### src/rtl/bus_rr.sv
// bus_rr: round-robin N-host/M-device interconnect; grant is combinational, response one cycle after grant.
// No backpressure: one transaction per cycle. BUS_RR_DECODE_ERR_EN turns unmatched addresses into decode-error responses.
module bus_rr #(
    parameter int NrHosts      = 2,
    parameter int NrDevices    = 2,
    parameter int DataWidth    = 32,
    parameter int AddressWidth = 32
) (
    input  logic                    clk_i,
    input  logic                    rst_ni,
    input  logic                    host_req_i     [NrHosts],
    input  logic                    host_we_i      [NrHosts],
    input  logic [DataWidth/8-1:0]  host_be_i      [NrHosts],
    input  logic [AddressWidth-1:0] host_addr_i    [NrHosts],
    input  logic [DataWidth-1:0]    host_wdata_i   [NrHosts],
    output logic                    host_gnt_o     [NrHosts],
    output logic                    host_rvalid_o  [NrHosts],
    output logic [DataWidth-1:0]    host_rdata_o   [NrHosts],
    output logic                    host_err_o     [NrHosts],
    output logic                    device_req_o   [NrDevices],
    output logic                    device_we_o    [NrDevices],
    output logic [DataWidth/8-1:0]  device_be_o    [NrDevices],
    output logic [AddressWidth-1:0] device_addr_o  [NrDevices],
    output logic [DataWidth-1:0]    device_wdata_o [NrDevices],
    input  logic [DataWidth-1:0]    device_rdata_i [NrDevices],
    input  logic [AddressWidth-1:0] cfg_device_addr_base [NrDevices],
    input  logic [AddressWidth-1:0] cfg_device_addr_mask [NrDevices]
);

    localparam int HW  = (NrHosts > 1) ? $clog2(NrHosts) : 1;
    localparam int DVW = (NrDevices > 1) ? $clog2(NrDevices) : 1;

    logic [HW-1:0]  r_rr_ptr;
    logic           r_resp_valid;
    logic [HW-1:0]  r_resp_host;
    logic [DVW-1:0] r_resp_dev;

    logic           w_gnt_vld;
    logic [HW-1:0]  w_win;
    int             w_idx;
    logic           w_match;
    logic [DVW-1:0] w_dev;
    logic           w_route;
    logic           w_resp_err;

    // Scan upward from the pointer with wrap; first requester wins.
    always_comb begin
        w_gnt_vld = 1'b0;
        w_win     = '0;
        w_idx     = 0;
        for (int off = 0; off < NrHosts; off++) begin
            w_idx = int'(r_rr_ptr) + off;
            if (w_idx >= NrHosts) begin
                w_idx = w_idx - NrHosts;
            end
            if (!w_gnt_vld && host_req_i[w_idx]) begin
                w_gnt_vld = 1'b1;
                w_win     = HW'(w_idx);
            end
        end
    end

    always_comb begin
        w_match = 1'b0;
        w_dev   = '0;
        for (int d = 0; d < NrDevices; d++) begin
            if (!w_match &&
                ((host_addr_i[w_win] & cfg_device_addr_mask[d]) == cfg_device_addr_base[d])) begin
                w_match = 1'b1;
                w_dev   = DVW'(d);
            end
        end
    end

`ifdef BUS_RR_DECODE_ERR_EN
    logic r_resp_err;
    logic w_err;

    assign w_route    = w_gnt_vld & w_match;
    assign w_err      = w_gnt_vld & ~w_match;
    assign w_resp_err = r_resp_err;

    always_ff @(posedge clk_i or negedge rst_ni) begin
        if (!rst_ni) begin
            r_resp_err <= 1'b0;
        end else if (w_gnt_vld) begin
            r_resp_err <= w_err;
        end
    end
`else
    // Unmatched addresses fall through to device 0 (w_dev defaults to 0).
    assign w_route    = w_gnt_vld;
    assign w_resp_err = 1'b0;
`endif

    always_comb begin
        for (int h = 0; h < NrHosts; h++) begin
            host_gnt_o[h] = w_gnt_vld && (w_win == HW'(h));
        end
        for (int d = 0; d < NrDevices; d++) begin
            device_req_o[d]   = 1'b0;
            device_we_o[d]    = 1'b0;
            device_be_o[d]    = '0;
            device_addr_o[d]  = '0;
            device_wdata_o[d] = '0;
            if (w_route && (w_dev == DVW'(d))) begin
                device_req_o[d]   = 1'b1;
                device_we_o[d]    = host_we_i[w_win];
                device_be_o[d]    = host_be_i[w_win];
                device_addr_o[d]  = host_addr_i[w_win];
                device_wdata_o[d] = host_wdata_i[w_win];
            end
        end
    end

    always_ff @(posedge clk_i or negedge rst_ni) begin
        if (!rst_ni) begin
            r_rr_ptr     <= '0;
            r_resp_valid <= 1'b0;
            r_resp_host  <= '0;
            r_resp_dev   <= '0;
        end else begin
            r_resp_valid <= w_gnt_vld;
            if (w_gnt_vld) begin
                r_rr_ptr    <= (w_win == HW'(NrHosts - 1)) ? '0 : w_win + 1'b1;
                r_resp_host <= w_win;
                r_resp_dev  <= w_dev;
            end
        end
    end

    always_comb begin
        for (int h = 0; h < NrHosts; h++) begin
            host_rvalid_o[h] = 1'b0;
            host_rdata_o[h]  = '0;
            host_err_o[h]    = 1'b0;
            if (r_resp_valid && (r_resp_host == HW'(h))) begin
                host_rvalid_o[h] = 1'b1;
                host_rdata_o[h]  = w_resp_err ? '0 : device_rdata_i[r_resp_dev];
                host_err_o[h]    = w_resp_err;
            end
        end
    end

endmodule

### config.mk
export PLATFORM = sky130hd
export DESIGN_NAME = bus_rr
export DESIGN_NICKNAME = d
export VERILOG_FILES = /design/src/rtl/bus_rr.sv
export SDC_FILE = /design/constraint.sdc
export NUM_CORES = 1
export LEC_CHECK = 0
export ABC_CLOCK_PERIOD_IN_PS = 3350
export BUFFER_PORTS_ARGS = -buffer_cell sky130_fd_sc_hd__buf_4
export CAP_MARGIN = 25
export CORE_AREA = 8 8 205 207
export CTS_BUF_LIST = sky130_fd_sc_hd__clkbuf_8
export DETAILED_ROUTE_END_ITERATION = 10
export DIE_AREA = 0 0 213 215
export PLACE_DENSITY = 0.45
export SYNTH_ARGS = -nofsm -noshare
export SYNTH_HDL_FRONTEND = slang
export SYNTH_SLANG_ARGS = --single-unit
### constraint.sdc
create_clock -name clk_i -period 3.35 [get_ports clk_i]
set_clock_uncertainty 0.1 [all_clocks]
set_input_delay 0.1675 -clock clk_i [delete_from_list [all_inputs] [get_ports clk_i]]
set_output_delay 0.1675 -clock clk_i [all_outputs]
set_load 0.01 [all_outputs]
== Word-level counts from Yosys, hierarchy flattened ==
Cells that the tools add are included.
Widths: inputs -> output; s select.

* Equality and inequality tests: 2
* Add/subtract/negate cells: 4
* Reduce and logical (&&, ||, !) cells: 10
* $lt $le $gt $ge: 6
* Muxes and demuxes: 44
* Bitwise gates (word level): 9

{| class="wikitable"
|+ Operators by type and width
! cell !! count
|-
| $mux 32 || 17
|-
| $and 32x32->32 || 2
|-
| $eq 32x32->1 || 2
|-
| $ge 32x2->1 const B || 2
|-
| $not 32->32 || 2
|-
| $mux 1 || 22
|-
| $mux 4 || 5
|-
| $logic_and 1x1->1 || 8
|-
| $ge 2x2->1 const B || 3
|-
| $not 1->2 || 2
|-
| $not 1->1 || 3
|-
| $sub 1x2->3 const B || 1
|-
| $sub 2x2->3 const B || 1
|-
| $add 1x1->2 const B || 1
|-
| $ge 1x2->1 const B || 1
|-
| $logic_not 1->1 || 2
|-
| $add 1x1->1 const B || 1
|}

* Output and inout port bits: 210
* Input bits: 334
* Word-level logic and storage cells: 79
* Register bits after elaboration: 4

== Depth between registers and ports, before layout ==
Gate-level depths: netlist (run 1).

* Depth in word-level cells: 23
* Gate-level depth with buffers: 13
* Gate-level depth less buffers: 8

== Worst setup path before layout (run 1) ==
No wires, ideal clock.

* Path type: register -> output
* Start point: register r_rr_ptr
* End point: output device_be_o[4] (netlist bit)
* Cell stages (with the launch flop): 12
* Required time: 3,082 ps
* Arrival: 2,520 ps
* Setup slack: 563 ps
* Path buffers: 3
* Cells stage by stage: dfrtp_1 and2b_1 buf_4 buf_4 o211ai_1 a21oi_1 nor4b_1 nand4_1 or4_4 o2bb2ai_4 buf_4 nor2_1

{| class="wikitable"
|+ RTL lines
! what !! line !! source
|-
| start, declared || 33 || <nowiki>logic [HW-1:0] r_rr_ptr;</nowiki>
|-
| start signal, assigned || 125 || <nowiki>r_rr_ptr <= (w_win == HW'(NrHosts - 1)) ? '0 : w_win + 1'b1;</nowiki>
|-
| end, declared || 22 || <nowiki>output logic [DataWidth/8-1:0] device_be_o [NrDevices],</nowiki>
|}

==> summary.md, run 1 <==
| Metric | Value |
|---|---|
| Setup WS post-layout | `-0.392 ns` |
| Clk buf depth | `2` |
| WP data required | `3.08 ns` |
| GRT met3 Usage | `3.70%` |
| GRT Residual Overflow | `0` |
| # H-tree levels | `1` |
| Iteration-0 DRC count of the detailed router | `between 400 and 500` |
| VDD IR max | `roughly 0.00011 V` |
| Synth Flop Type | `dfrtp_1` |
| Inserted Clock Buffers | `3` |
| Synthesized flop and latch total | `4` |
| Final HPWL DP | `34500 um` |
| Initial Util | `10.9%` |
| Post-Synthesis Cells | `688` |
| Crit Path Max Fanout | `7` |
| Post-synth top cells | `202 x nor2_1, 101 x mux2i_1, 72 x nand4_1, 64 x a21oi_1, 64 x o211ai_1` |
| Type of the worst setup path | `flip-flop to output pin` |
| Worst-skew pair later-pin latency | `about 0.21 ns` |
| Crit path DAT | `about 3.5 ns` |
| GP Congestion | `0.933` |
| Dpl cells | `1758` |
| Die width | `213 um` |
| Startpoint Class | `flip-flop` |
| Reg-to-reg startpoint | `r_rr_ptr$_DFFE_PN0P_` |
| Unique masters post-synth | `31` |
| Pre-CTS WS | `-0.374 ns` |
| Failing checks | `negative setup slack` |
| Non-Filler Instances | `1781` |
| Layout cells sized above 1 | `57.5%` |
| CTS tree | `yes` |
| DIE HEIGHT | `around 220 um` |
| Hold slack | `about 0.1 ns` |
| Setup slack, reg-to-reg | `0.07 ns` |
| Outcome | `finished with violations` |
| Endpoints failing setup | `140` |
| Slew Viols, Final | `0` |
| Routed WL | `40700 um` |
| GR Layer Usage met1 | `17.9%` |
| Final hold viol count | `0` |
| YS warnings | `0` |
| Vias in the first global route | `8119` |
| Synth area leader | `mux2i_1` |
| Crit Reg-Reg Endpoint | `r_resp_dev$_DFFE_PN0P_` |
| Post-synth EDFFs | `0` |
| Pleak | `0.00483 uW` |
| ANT nets after route | `0` |
| Fraction of registers with async set or reset after synthesis | `100%` |
| Pin count of the biggest net entering global routing | `47` |
| Worst hold start | `host_req_i[1]` |
| Unrepaired setup endpoints after global routing | `true` |
| GR Util met2 | `between 30 and 40%` |
| Worst Tran Pin Value | `between 0.7 and 0.8 ns` |
| Via Count | `7768` |
| GR peak layer | `met2` |
| Routed vias/inst | `4.36` |
| Max Cap Viol | `0` |
| Hold Path Sink | `r_resp_host$_DFFE_PN0P_` |
| Initial antenna violation count | `2` |
| Fmax | `267 MHz` |
| Num Clock Sinks | `4` |
| Total track usage | `16.1%` |
| Fin nets | `approximately 1600` |
| Synth-to-layout area growth | `139%` |
| Syn avg cell area | `just over 6 um^2` |
| Count leader, synth | `nor2_1` |
| Die ar. | `~46000 um^2` |
| Synth top area share | `23.9%` |
| Fin crit share | `112%` |
| Cell Pwr Density | `roughly 170 nW/um^2` |
| Cell Area, Synth | `4240 um^2` |
| Clock-pin slew on the worst setup and hold paths | `~0.03 ns` |
| Worst rel slew slack | `51.1%` |
| Min Tclk post-route | `3.74 ns` |
| Initial DRT Pass Iterations | `5` |
| Core box area | `39000 um^2` |
| Synth area leaders | `mux2i_1 24%, nor2_1 18%, o211ai_1 11%, nand4_1 11%, a21oi_1 7.6%` |
| Number of port buffers | `around 540` |
| Cell Rows | `73` |
| Hold Path Stages | `2` |
| Reg2Reg Depth | `13` |
| Clock root buffer master | `clkbuf_8` |
| Avg WL per Cell | `22.9 um` |
| Setup crit end kind | `output pin` |
| DRC violation count after routing | `0` |
| # IOs | `544` |
| Sequential share of the synthesized area | `2.36%` |
| Hold WC Path Type | `input pin to flip-flop` |
| First-pass GRT wire length | `~55000 um` |
## cell usage in the layout (no fill, tap or decap), drive strengths merged
| master | n |
|---|---|
| buf | 623 |
| nor2 | 202 |
| mux2i | 101 |
| nand4 | 72 |
| o211ai | 64 |
| a21oi | 64 |
| and3 | 44 |
| nand3 | 21 |
| nor4b | 20 |
| nor4 | 13 |
| inv | 8 |
| clkbuf | 4 |
| dfrtp | 4 |
| nand2 | 3 |
| conb | 2 |
| diode | 1 |
| or2 | 1 |
| and2b | 1 |
| nand2b | 1 |
| or4 | 1 |
| o2bb2ai | 1 |
| and2 | 1 |
| o21a | 1 |
| a21o | 1 |
| o21ai | 1 |
| dlygate4sd3 | 1 |
## sequential cells by signal, summed over array words and instances (netlist names)
| signal | cells |
|---|---|
| r_resp_valid | 1 |
| r_resp_dev | 1 |
| r_resp_host | 1 |
| r_rr_ptr | 1 |
## report_power, final
| group | internal (uW) | total (uW) | switching (uW) | leakage, uW |
|---|---|---|---|---|
| clock network | 78.3 | 105 | 27.1 | 0.0000269 |
| registers | 53.1 | 63.9 | 10.8 | 0.0000455 |
| logic | 809 | 1590 | 780 | 0.00476 |
## per-layer routing
metal,wire (um),vias up
met5,10,-
met4,714,2
met3,3200,29
met2,21100,386
met1,15700,3622
li1,-,3729
## logic make-up (layout without fill, tap and decap cells)
| family | after synthesis | after routing | share of synthesized area (%) |
|---|---|---|---|
| other | 1 | 3 | 0.0885 |
| DFF | 4 | 4 | 2.36 |
| AOI/OAI and AO/OA | 132 | 132 | 20.0 |
| and+or+nand+nor | 380 | 380 | 45.2 |
| muxes | 101 | 101 | 23.9 |
| buffers and inverters | 70 | 636 | 8.50 |
## metrics by stage
stage	cell area [um^2]	total power, uW	util, %	TNS [ns]
after CTS	9720	1750	24.9	-40.65
after global placement	9270	1530	23.8	-34.07
after floorplan	4240	629	-	0
after detailed placement	9300	1540	23.8	-36.10
after global routing	10100	1880	26.0	-63.44
final	10100	1760	26.0	-45.69
## critical path, stage by stage, from the launching register on
cell       delay [ns]
dfrtp_1          0.38
and2b_4          0.23
buf_12           0.15
buf_12           0.15
buf_4            0.14
o211ai_1         0.20
a21oi_1          0.11
nor4b_2          0.31
buf_4            0.18
nand4_1          0.19
or4_4            0.52
o2bb2ai_4        0.19
buf_6            0.16
buf_8            0.14
nor2_2           0.09
buf_6            0.11
## worst max-delay path by stage
stage	from	endpoint	slack, ns	cells past startpoint
floorplan	r_rr_ptr$_DFFE_PN0P_	device_be_o[4]	0.56	11
global placement	r_rr_ptr$_DFFE_PN0P_	device_addr_o[50]	-0.36	14
detailed placement	r_rr_ptr$_DFFE_PN0P_	device_wdata_o[58]	-0.37	12
CTS	r_rr_ptr$_DFFE_PN0P_	device_addr_o[49]	-0.37	15
global route	r_rr_ptr$_DFFE_PN0P_	device_addr_o[34]	-0.51	16
finish	r_rr_ptr$_DFFE_PN0P_	device_addr_o[53]	-0.39	15
## cell type report
class                           instances  area [um^2]
Tap cell                              525          657
Antenna cell                            1         2.50
Multi-Input combinational cell        615         4180
Inverter                                7         31.3
Sequential cell                         4          101
Timing Repair Buffer                  625         5100
Clock buffer                            3         41.3
Fill cell                            4305        28900
Clock inverter                          1         3.75
## what timing repair did
| item | CTS | global route |
|---|---|---|
| resized for setup | 62 | 86 |
| cloned | 1 | 3 |
| buffers inserted | 6 | 7 |
| pin swaps | 14 | 11 |
| setup endpoints to repair | 141 | 141 |
| endpoints found under the hold margin | 4 | 0 |
| hold buffers | 1 | 0 |
No activity file was read; power rests on OpenSTA's default activity.
==> inputs of run 2 (changes only) <==
==> config.mk (replaced) <==
export PLATFORM = sky130hd
export DESIGN_NAME = bus_rr
export DESIGN_NICKNAME = d
export VERILOG_FILES = /design/src/rtl/bus_rr.sv
export SDC_FILE = /design/constraint.sdc
export NUM_CORES = 1
export LEC_CHECK = 0
export ABC_AREA = 1
export ABC_CLOCK_PERIOD_IN_PS = 3350
export BUFFER_PORTS_ARGS = -buffer_cell sky130_fd_sc_hd__buf_4
export CAP_MARGIN = 25
export CORE_AREA = 8 8 204 206
export CTS_BUF_LIST = sky130_fd_sc_hd__clkbuf_8
export DETAILED_ROUTE_END_ITERATION = 10
export DIE_AREA = 0 0 212 214
export PLACE_DENSITY = 0.46
export SYNTH_ARGS = -nofsm -noshare
export SYNTH_HDL_FRONTEND = slang
export SYNTH_SLANG_ARGS = --single-unit
==> run 2 against run 1 <==
Net effect:
- the flow now finishes without violations
- setup slack better by 0.62 ns
- wire length is 8.5% lower
- area after synthesis up 7.3%
- critical path depth rose by 4
- clock-buffer cell count unchanged
- final cell count grew 7.4%
- die area shrank 0.93%
- clock power is essentially flat
- sequential share of layout area rose by 0.079 points
- power is 17% lower
- register-to-register slack gained 0.74 ns
- critical path type unchanged
- critical endpoint is now device_wdata_o[44]
- largest cell class unchanged
- highest routed layer unchanged
==> summary.md, run 2 <==
| Metric | Value |
|---|---|
| Outcome | `finished, final reports clean` |
| Number of port buffers | `541 (unchanged)` |
| Worst-skew pair later-pin latency | `0.21 ns (about the same)` |
| # H-tree levels | `1 (unchanged)` |
| Commonest non-fill, non-tap cell in the layout | `buf_4` |
| GP Congestion | `0.930 (-0.32%)` |
| Fin nets | `1728 (+8.7%)` |
| Fraction of registers with async set or reset after synthesis | `100% (unchanged)` |
| Worst hold start | `host_req_i[1]` |
| Worst stage delay on the critical path | `0.37 ns (-0.15 ns)` |
| Count leader, synth | `nand2_1` |
| Min Tclk post-route | `3.12 ns (-0.625 ns)` |
| Synth Flop Type | `dfrtp_1` |
| Synth top area share | `16.8% (-7.1 points)` |
| Critical-path cell list | `inv_2 > nand2_4 > nand2_8 > buf_12 > buf_4 > nand2_2 > nand3_1 > nand2_1 > nand2_1 > nand2_1 > nor2_1 > nand2_1 > nor2_4 > nand2_1 > nand2_2 > nand2_8 > buf_12 > nor2_1 > buf_4` |
| Dpl cells | `1902 (+8.2%)` |
| Layout cells sized above 1 | `48.5% (-9.0 points)` |
| Non-Filler Instances | `1912 (+7.4%)` |
| YS warnings | `0 (unchanged)` |
| CP Buf/Inv Count | `5 (-2)` |
| Total track usage | `15.1% (-0.92 points)` |
| Clock-pin slew on the worst setup and hold paths | `0.04 ns (about the same)` |
| Vias in the first global route | `7658 (-5.7%)` |
| Fin crit share | `93.0% (-19 points)` |
| Critical path's top delay family | `simple AND/OR/NAND/NOR gates` |
| Setup crit end kind | `output pin` |
| Crit path DAT | `2.85 ns (-0.62 ns)` |
| Routed vias/inst | `3.94 (-9.7%)` |
| Post-synth EDFFs | `0 (unchanged)` |
| Initial antenna violation count | `5 (+3)` |
| Post-layout util | `24.5% (-1.5 points)` |
| Synth-to-layout area growth | `106%` |
| Max Cap Viol | `0 (unchanged)` |
| DRC violation count after routing | `0 (unchanged)` |
| Synth area leaders | `nand2_1 17%, mux2i_1 15%, nor2_1 14%, inv_1 10%, nand4_1 8.8%` |
| Synthesized flop and latch total | `4 (unchanged)` |
| Routed WL | `37200 um (-8.5%)` |
| Crit Path Max Fanout | `26 (+19)` |
| Initial Util | `11.9% (+1.0 points)` |
| WP data required | `3.08 ns (about the same)` |
| Via Count | `7534 (-3.0%)` |
| CTS tree | `yes` |
| Final HPWL DP | `33700 um (-2.4%)` |
| First-pass GRT wire length | `51100 um (-7.2%)` |
| Worst Tran Pin Value | `0.815 ns (+0.102 ns)` |
| ANT nets after route | `0 (unchanged)` |
| Final Power | `1460 uW (-17%)` |
| Unique masters post-synth | `24 (-23%)` |
| Hold Path Sink | `r_resp_host$_DFFE_PN0P_` |
| Die width | `212 um (-0.47%)` |
| Hold WC Path Type | `input pin to flip-flop` |
| Reg2Reg Depth | `17 (+4)` |
| Num Clock Sinks | `4 (unchanged)` |
| Number of fillers in the final layout | `4434 (+3.0%)` |
| Cell Pwr Density | `155 nW/um^2 (-11%)` |
| Cell Rows | `72 (-1.4%)` |
| Unrepaired setup endpoints after global routing | `false` |
| Endpoints failing setup | `0 (-100%)` |
| Slew Viols, Final | `0 (unchanged)` |
| Type of the worst setup path | `flip-flop to output pin` |
| Core box area | `38300 um^2 (-1.8%)` |
| Final hold viol count | `0 (unchanged)` |
| Critical path startpoint | `r_rr_ptr$_DFFE_PN0P_` |
| Sum of negative setup slack | `0 ns (+45.69 ns)` |
| Iteration-0 DRC count of the detailed router | `341 (-23%)` |
| Clock root buffer master | `clkbuf_8` |
| Synth area leader | `nand2_1` |
| Most frequent cells in the layout | `559 x buf_4, 202 x nand2_1, 167 x nor2_1, 123 x inv_1, 69 x mux2i_1` |
| Critical path's slowest cell | `dfrtp_1` |
| Hold Path Stages | `2 (unchanged)` |
| Post-synth top cells | `203 x nand2_1, 170 x nor2_1, 122 x inv_1, 69 x mux2i_1` |
| Avg WL per Cell | `19.5 um (-15%)` |
| Clk buf depth | `2 (unchanged)` |
| Crit-path most repeated cell | `nand2_1` |
| Initial DRT Pass Iterations | `4 (-1)` |
| Fmax | `321 MHz (+20%)` |
| Worst rel slew slack | `45.7% (-5.5 points)` |
| Setup slack, reg-to-reg | `0.81 ns (+0.74 ns)` |
| Crit Reg-Reg Endpoint | `r_resp_dev$_DFFE_PN0P_` |
| Pleak | `0.00542 uW (+12%)` |
| Sequential share of the synthesized area | `2.20% (-0.16 points)` |
| Startpoint Class | `flip-flop` |
| Die ar. | `45400 um^2 (-0.93%)` |
| Cell Area, Synth | `4550 um^2 (+7.3%)` |
| DIE HEIGHT | `214 um (-0.47%)` |
| Post-Synthesis Cells | `858 (+25%)` |
| GRT Residual Overflow | `0 (unchanged)` |
| Inserted Clock Buffers | `3 (unchanged)` |
| # IOs | `544 (unchanged)` |
| Reg-to-reg startpoint | `r_rr_ptr$_DFFE_PN0P_` |
| Syn avg cell area | `5.30 um^2 (-14%)` |
| Pin count of the biggest net entering global routing | `37 (-21%)` |
| VDD IR max | `0.0000775 V (-32%)` |
[run 2: cell count changes after synthesis, sizes merged, moves of 13 or more]
cell    change
buf        -14
inv       +116
a21oi      -64
and3       -44
nor4b      -20
nor4       -13
nand3b     +21
nand3      +47
nor2       +33
mux2i      -32
o211ai     -64
nand2     +220
[run 2: worst max-delay path by stage]
| stage | endpoint | slack (ns) | cells after the start |
|---|---|---|---|
| after global routing | device_addr_o[32] | 0.02 | 19 |
| after global placement | device_we_o[0] | 0.07 | 18 |
| final | device_wdata_o[44] | 0.23 | 19 |
| after CTS | device_wdata_o[13] | 0.04 | 16 |
| after detailed placement | device_wdata_o[13] | 0.04 | 18 |
| after floorplan | device_addr_o[14] | 1.20 | 15 |
[run 2: through the flow]
stage / worst slack (ns) / cell area (um^2) / hold WS, ns
after detailed placement: 0.0416 / 9240 / -0.129
after CTS: 0.0417 / 9300 / 0.0998
after floorplan: 1.20 / 4550 / -0.228
after global placement: 0.0708 / 9240 / -0.127
final: 0.233 / 9380 / 0.100
after global routing: 0.0161 / 9380 / 0.125
[run 2: timing repair]
action,in CTS,in global routing
endpoints found under the hold margin,4,0
cloned,0,0
resized for setup,4,3
setup buffers,0,4
endpoints found under the setup margin,134,78
pin swaps,1,0
hold buffers,1,0
[run 2: report_power, final]
group | switching [uW] | internal [uW]
clock network | 27.2 | 78.3
logic | 673 | 625
registers | 1.59 | 51.8
total | 702 | 755
[run 2: kinds of logic (layout without fill, tap and decap cells)]
family,count (synthesis),after routing,share of synthesized area (%)
muxes,69,69,15.2
and+or+nand+nor,611,611,64.0
other,1,3,0.0825
AOI/OAI and AO/OA,10,10,1.60
buffers and inverters,163,697,16.9
DFF,4,4,2.20
[run 2: metal layers]
metal	routed length (um)	GRT usage, %	up-vias
met5	61	0	-
met4	833	3.17	8
met3	3470	4.81	35
met2	18700	28.3	337
met1	14200	16.3	3362
li1	-	-	3792
[run 2: final cells by class]
| class | count | area, um^2 | share of cell area, % |
|---|---|---|---|
| Tap cell | 518 | 648 | 6.91 |
| Sequential cell | 4 | 101 | 1.08 |
| Clock inverter | 1 | 3.75 | 0.0400 |
| Antenna cell | 1 | 2.50 | 0.0267 |
| Timing Repair Buffer | 570 | 4410 | 47.0 |
| Inverter | 123 | 462 | 4.92 |
| Clock buffer | 3 | 41.3 | 0.440 |
| Multi-Input combinational cell | 692 | 3710 | 39.6 |
==> inputs of run 3 (changes only) <==
--- a/config.mk
+++ b/config.mk
@@ -11,9 +11,11 @@
 export CAP_MARGIN = 25
 export CORE_AREA = 8 8 204 206
 export CTS_BUF_LIST = sky130_fd_sc_hd__clkbuf_8
+export CTS_CLUSTER_SIZE = 12
 export DETAILED_ROUTE_END_ITERATION = 10
 export DIE_AREA = 0 0 212 214
 export PLACE_DENSITY = 0.46
+export REMOVE_ABC_BUFFERS = 1
 export SYNTH_ARGS = -nofsm -noshare
 export SYNTH_HDL_FRONTEND = slang
 export SYNTH_SLANG_ARGS = --single-unit
==> run 3 against run 2 <==
Net effect:
- register-to-register slack improved by 0.02 ns
- combinational power hardly changed
- hold slack worse by 0.029 ns
- final cell count up 0.10%
- flip-flop and latch count unchanged
- die area unchanged
- critical endpoint is now device_wdata_o[5]
- largest cell class unchanged
==> summary.md, run 3 (synthesized netlist as in run 2, its figures left out) <==
| Metric | Value |
|---|---|
| First-pass GRT wire length | `48100 um (-5.8%)` |
| Number of port buffers | `541 (unchanged)` |
| Hold WC Path Type | `input pin to flip-flop` |
| Layout cells sized above 1 | `48.5% (-0.070 points)` |
| Non-Filler Instances | `1914 (+0.10%)` |
| Clock-pin slew on the worst setup and hold paths | `0.04 ns (about the same)` |
| Final hold viol count | `0 (unchanged)` |
| Critical path startpoint | `r_rr_ptr$_DFFE_PN0P_` |
| Crit path DAT | `2.81 ns (-0.04 ns)` |
| Clk buf depth | `2 (unchanged)` |
| Setup crit end kind | `output pin` |
| Endpoints failing setup | `0 (unchanged)` |
| Pin count of the biggest net entering global routing | `33 (-11%)` |
| Routed vias/inst | `3.91 (-0.67%)` |
| Hold Path Stages | `2 (unchanged)` |
| Outcome | `finished, final reports clean` |
| Total track usage | `13.8% (-1.3 points)` |
| Met1 WL | `13100 um (-7.8%)` |
| Final HPWL DP | `30300 um (-9.9%)` |
| Routed WL | `34500 um (-7.5%)` |
| WL met2 | `17800 um (-4.4%)` |
| Die ar. | `45400 um^2 (unchanged)` |
| DIE HEIGHT | `214 um (unchanged)` |
| Crit Path Max Fanout | `14 (-46%)` |
| Inserted Clock Buffers | `3 (unchanged)` |
| Fin crit share | `91.9% (-1.1 points)` |
| Initial antenna violation count | `1 (-4)` |
| ANT nets after route | `0 (unchanged)` |
| Slew Viols, Final | `0 (unchanged)` |
| Startpoint Class | `flip-flop` |
| Synth-to-layout area growth | `106%` |
| Setup slack, reg-to-reg | `0.83 ns (+0.02 ns)` |
| Initial Util | `11.9% (unchanged)` |
| # IOs | `544 (unchanged)` |
| Fin nets | `1730 (+0.12%)` |
| Pleak | `0.00542 uW (+0.10%)` |
| Avg WL per Cell | `18.0 um (-7.6%)` |
| Cell Rows | `72 (unchanged)` |
| GRT Residual Overflow | `0 (unchanged)` |
| Worst rel slew slack | `42.0% (-3.7 points)` |
| Dpl cells | `1903 (+0.053%)` |
| Reg-to-reg startpoint | `r_rr_ptr$_DFFE_PN0P_` |
| # H-tree levels | `1 (unchanged)` |
| Reg2Reg Depth | `16 (-1)` |
| Post-layout util | `24.5% (-0.033 points)` |
| Unrepaired setup endpoints after global routing | `false` |
| VDD IR max | `0.0000645 V (-17%)` |
| Min Tclk post-route | `3.08 ns (-0.0377 ns)` |
| Num Clock Sinks | `4 (unchanged)` |
| Cell Pwr Density | `153 nW/um^2 (-1.2%)` |
| Top Layer Used | `met4` |
| Fmax | `325 MHz (+1.2%)` |
| Met3 routed WL | `3090 um (-11%)` |
| Die width | `212 um (unchanged)` |
| Vias in the first global route | `7580 (-1.0%)` |
| WP data required | `3.08 ns (about the same)` |
| Commonest non-fill, non-tap cell in the layout | `buf_4` |
| Number of fillers in the final layout | `4382 (-1.2%)` |
| Via Count | `7491 (-0.57%)` |
| Most frequent cells in the layout | `562 x buf_4, 202 x nand2_1, 169 x nor2_1, 123 x inv_1, 69 x mux2i_1` |
| Max Cap Viol | `0 (unchanged)` |
| Core box area | `38300 um^2 (unchanged)` |
| Type of the worst setup path | `flip-flop to output pin` |
| CTS tree | `yes` |
| Initial DRT Pass Iterations | `4 (unchanged)` |
| DRC violation count after routing | `0 (unchanged)` |
| Worst-skew pair later-pin latency | `0.22 ns (about the same)` |
| Worst Tran Pin Value | `0.871 ns (+0.0556 ns)` |
| Worst setup path endpoint | `device_wdata_o[5]` |
| Crit Reg-Reg Endpoint | `r_resp_dev$_DFFE_PN0P_` |
| GP Congestion | `0.920 (-1.2%)` |
| Clock root buffer master | `clkbuf_8` |
| Iteration-0 DRC count of the detailed router | `255 (-25%)` |
[run 3: changes by cell type in the layout (fill, tap and decap cells not counted), sizes merged]
cell | previous run | this run
clkbuf | 3 | 4
buf | 569 | 570
[run 3: worst min path at each step]
stage	startpoint	to	slack, ns
3_5_place_dp	rst_ni	r_resp_host$_DFFE_PN0P_	-0.13
2_1_floorplan	rst_ni	r_resp_dev$_DFFE_PN0P_	-0.23
6_report	host_req_i[1]	r_resp_host$_DFFE_PN0P_	0.07
5_1_grt	host_req_i[1]	r_resp_host$_DFFE_PN0P_	0.09
4_1_cts	host_req_i[1]	r_resp_host$_DFFE_PN0P_	0.07
3_3_place_gp	rst_ni	r_resp_host$_DFFE_PN0P_	-0.13
[run 3: repair_timing]
item                       in CTS  in global routing
setup endpoints to repair      62                139
hold endpoints to repair        4                  0
setup buffers                   0                  3
gates cloned                    0                  1
gates resized for setup         1                  4
hold buffers                    1                  0
[run 3: metrics by stage]
step                      power, uW  hold WS [ns]  TNS, ns  worst slack (ns)  instance area [um^2]
after floorplan                 577        -0.228    -5.14            -0.124                  4240
after global placement         1320        -0.131        0             0.192                  9220
after detailed placement       1330        -0.132        0             0.127                  9220
after CTS                      1440        0.0702        0           0.00416                  9280
after global routing           1570        0.0902        0            0.0187                  9370
final                          1440        0.0707        0             0.271                  9370
[run 3: critical path, stage by stage, from the launching register on]
cell and delay, ns:
dfrtp_1 0.37, inv_2 0.08, nand2_4 0.06, nand2_4 0.14, buf_12 0.17, nand2_1 0.13, nand4_1 0.10, nand2_1 0.06
nor2_1 0.11, nand2_1 0.08, nor2_1 0.13, buf_4 0.13, nand2_1 0.12, nor2_4 0.17, nand3_4 0.16, buf_4 0.22
nor2_1 0.18, buf_4 0.16
[run 3: layout make-up]
type / count / area (um^2) / share of cell area (%)
clock inverters: 1 / 3.75 / 0.0401
multi-input cells: 692 / 3690 / 39.4
repair buffers: 572 / 4420 / 47.2
well taps: 518 / 648 / 6.92
diodes: 1 / 2.50 / 0.0267
flip-flops and latches: 4 / 101 / 1.08
clock buffers: 3 / 41.3 / 0.441
inverters: 123 / 462 / 4.93
[run 3: power breakdown]
part / leakage [uW] / total [uW] / switching [uW] / internal (uW)
logic: 0.00535 / 1280 / 640 / 638
clock network: 0.0000269 / 106 / 27.9 / 78.3
registers: 0.0000454 / 53.3 / 1.49 / 51.8
total: 0.00542 / 1440 / 670 / 768
[run 3: metal layers]
layer  vias up  GRT usage (%)
met1      3346           15.1
li1       3794              -
met5         -              0
met4         0           1.90
met3        22           3.76
met2       329           26.5
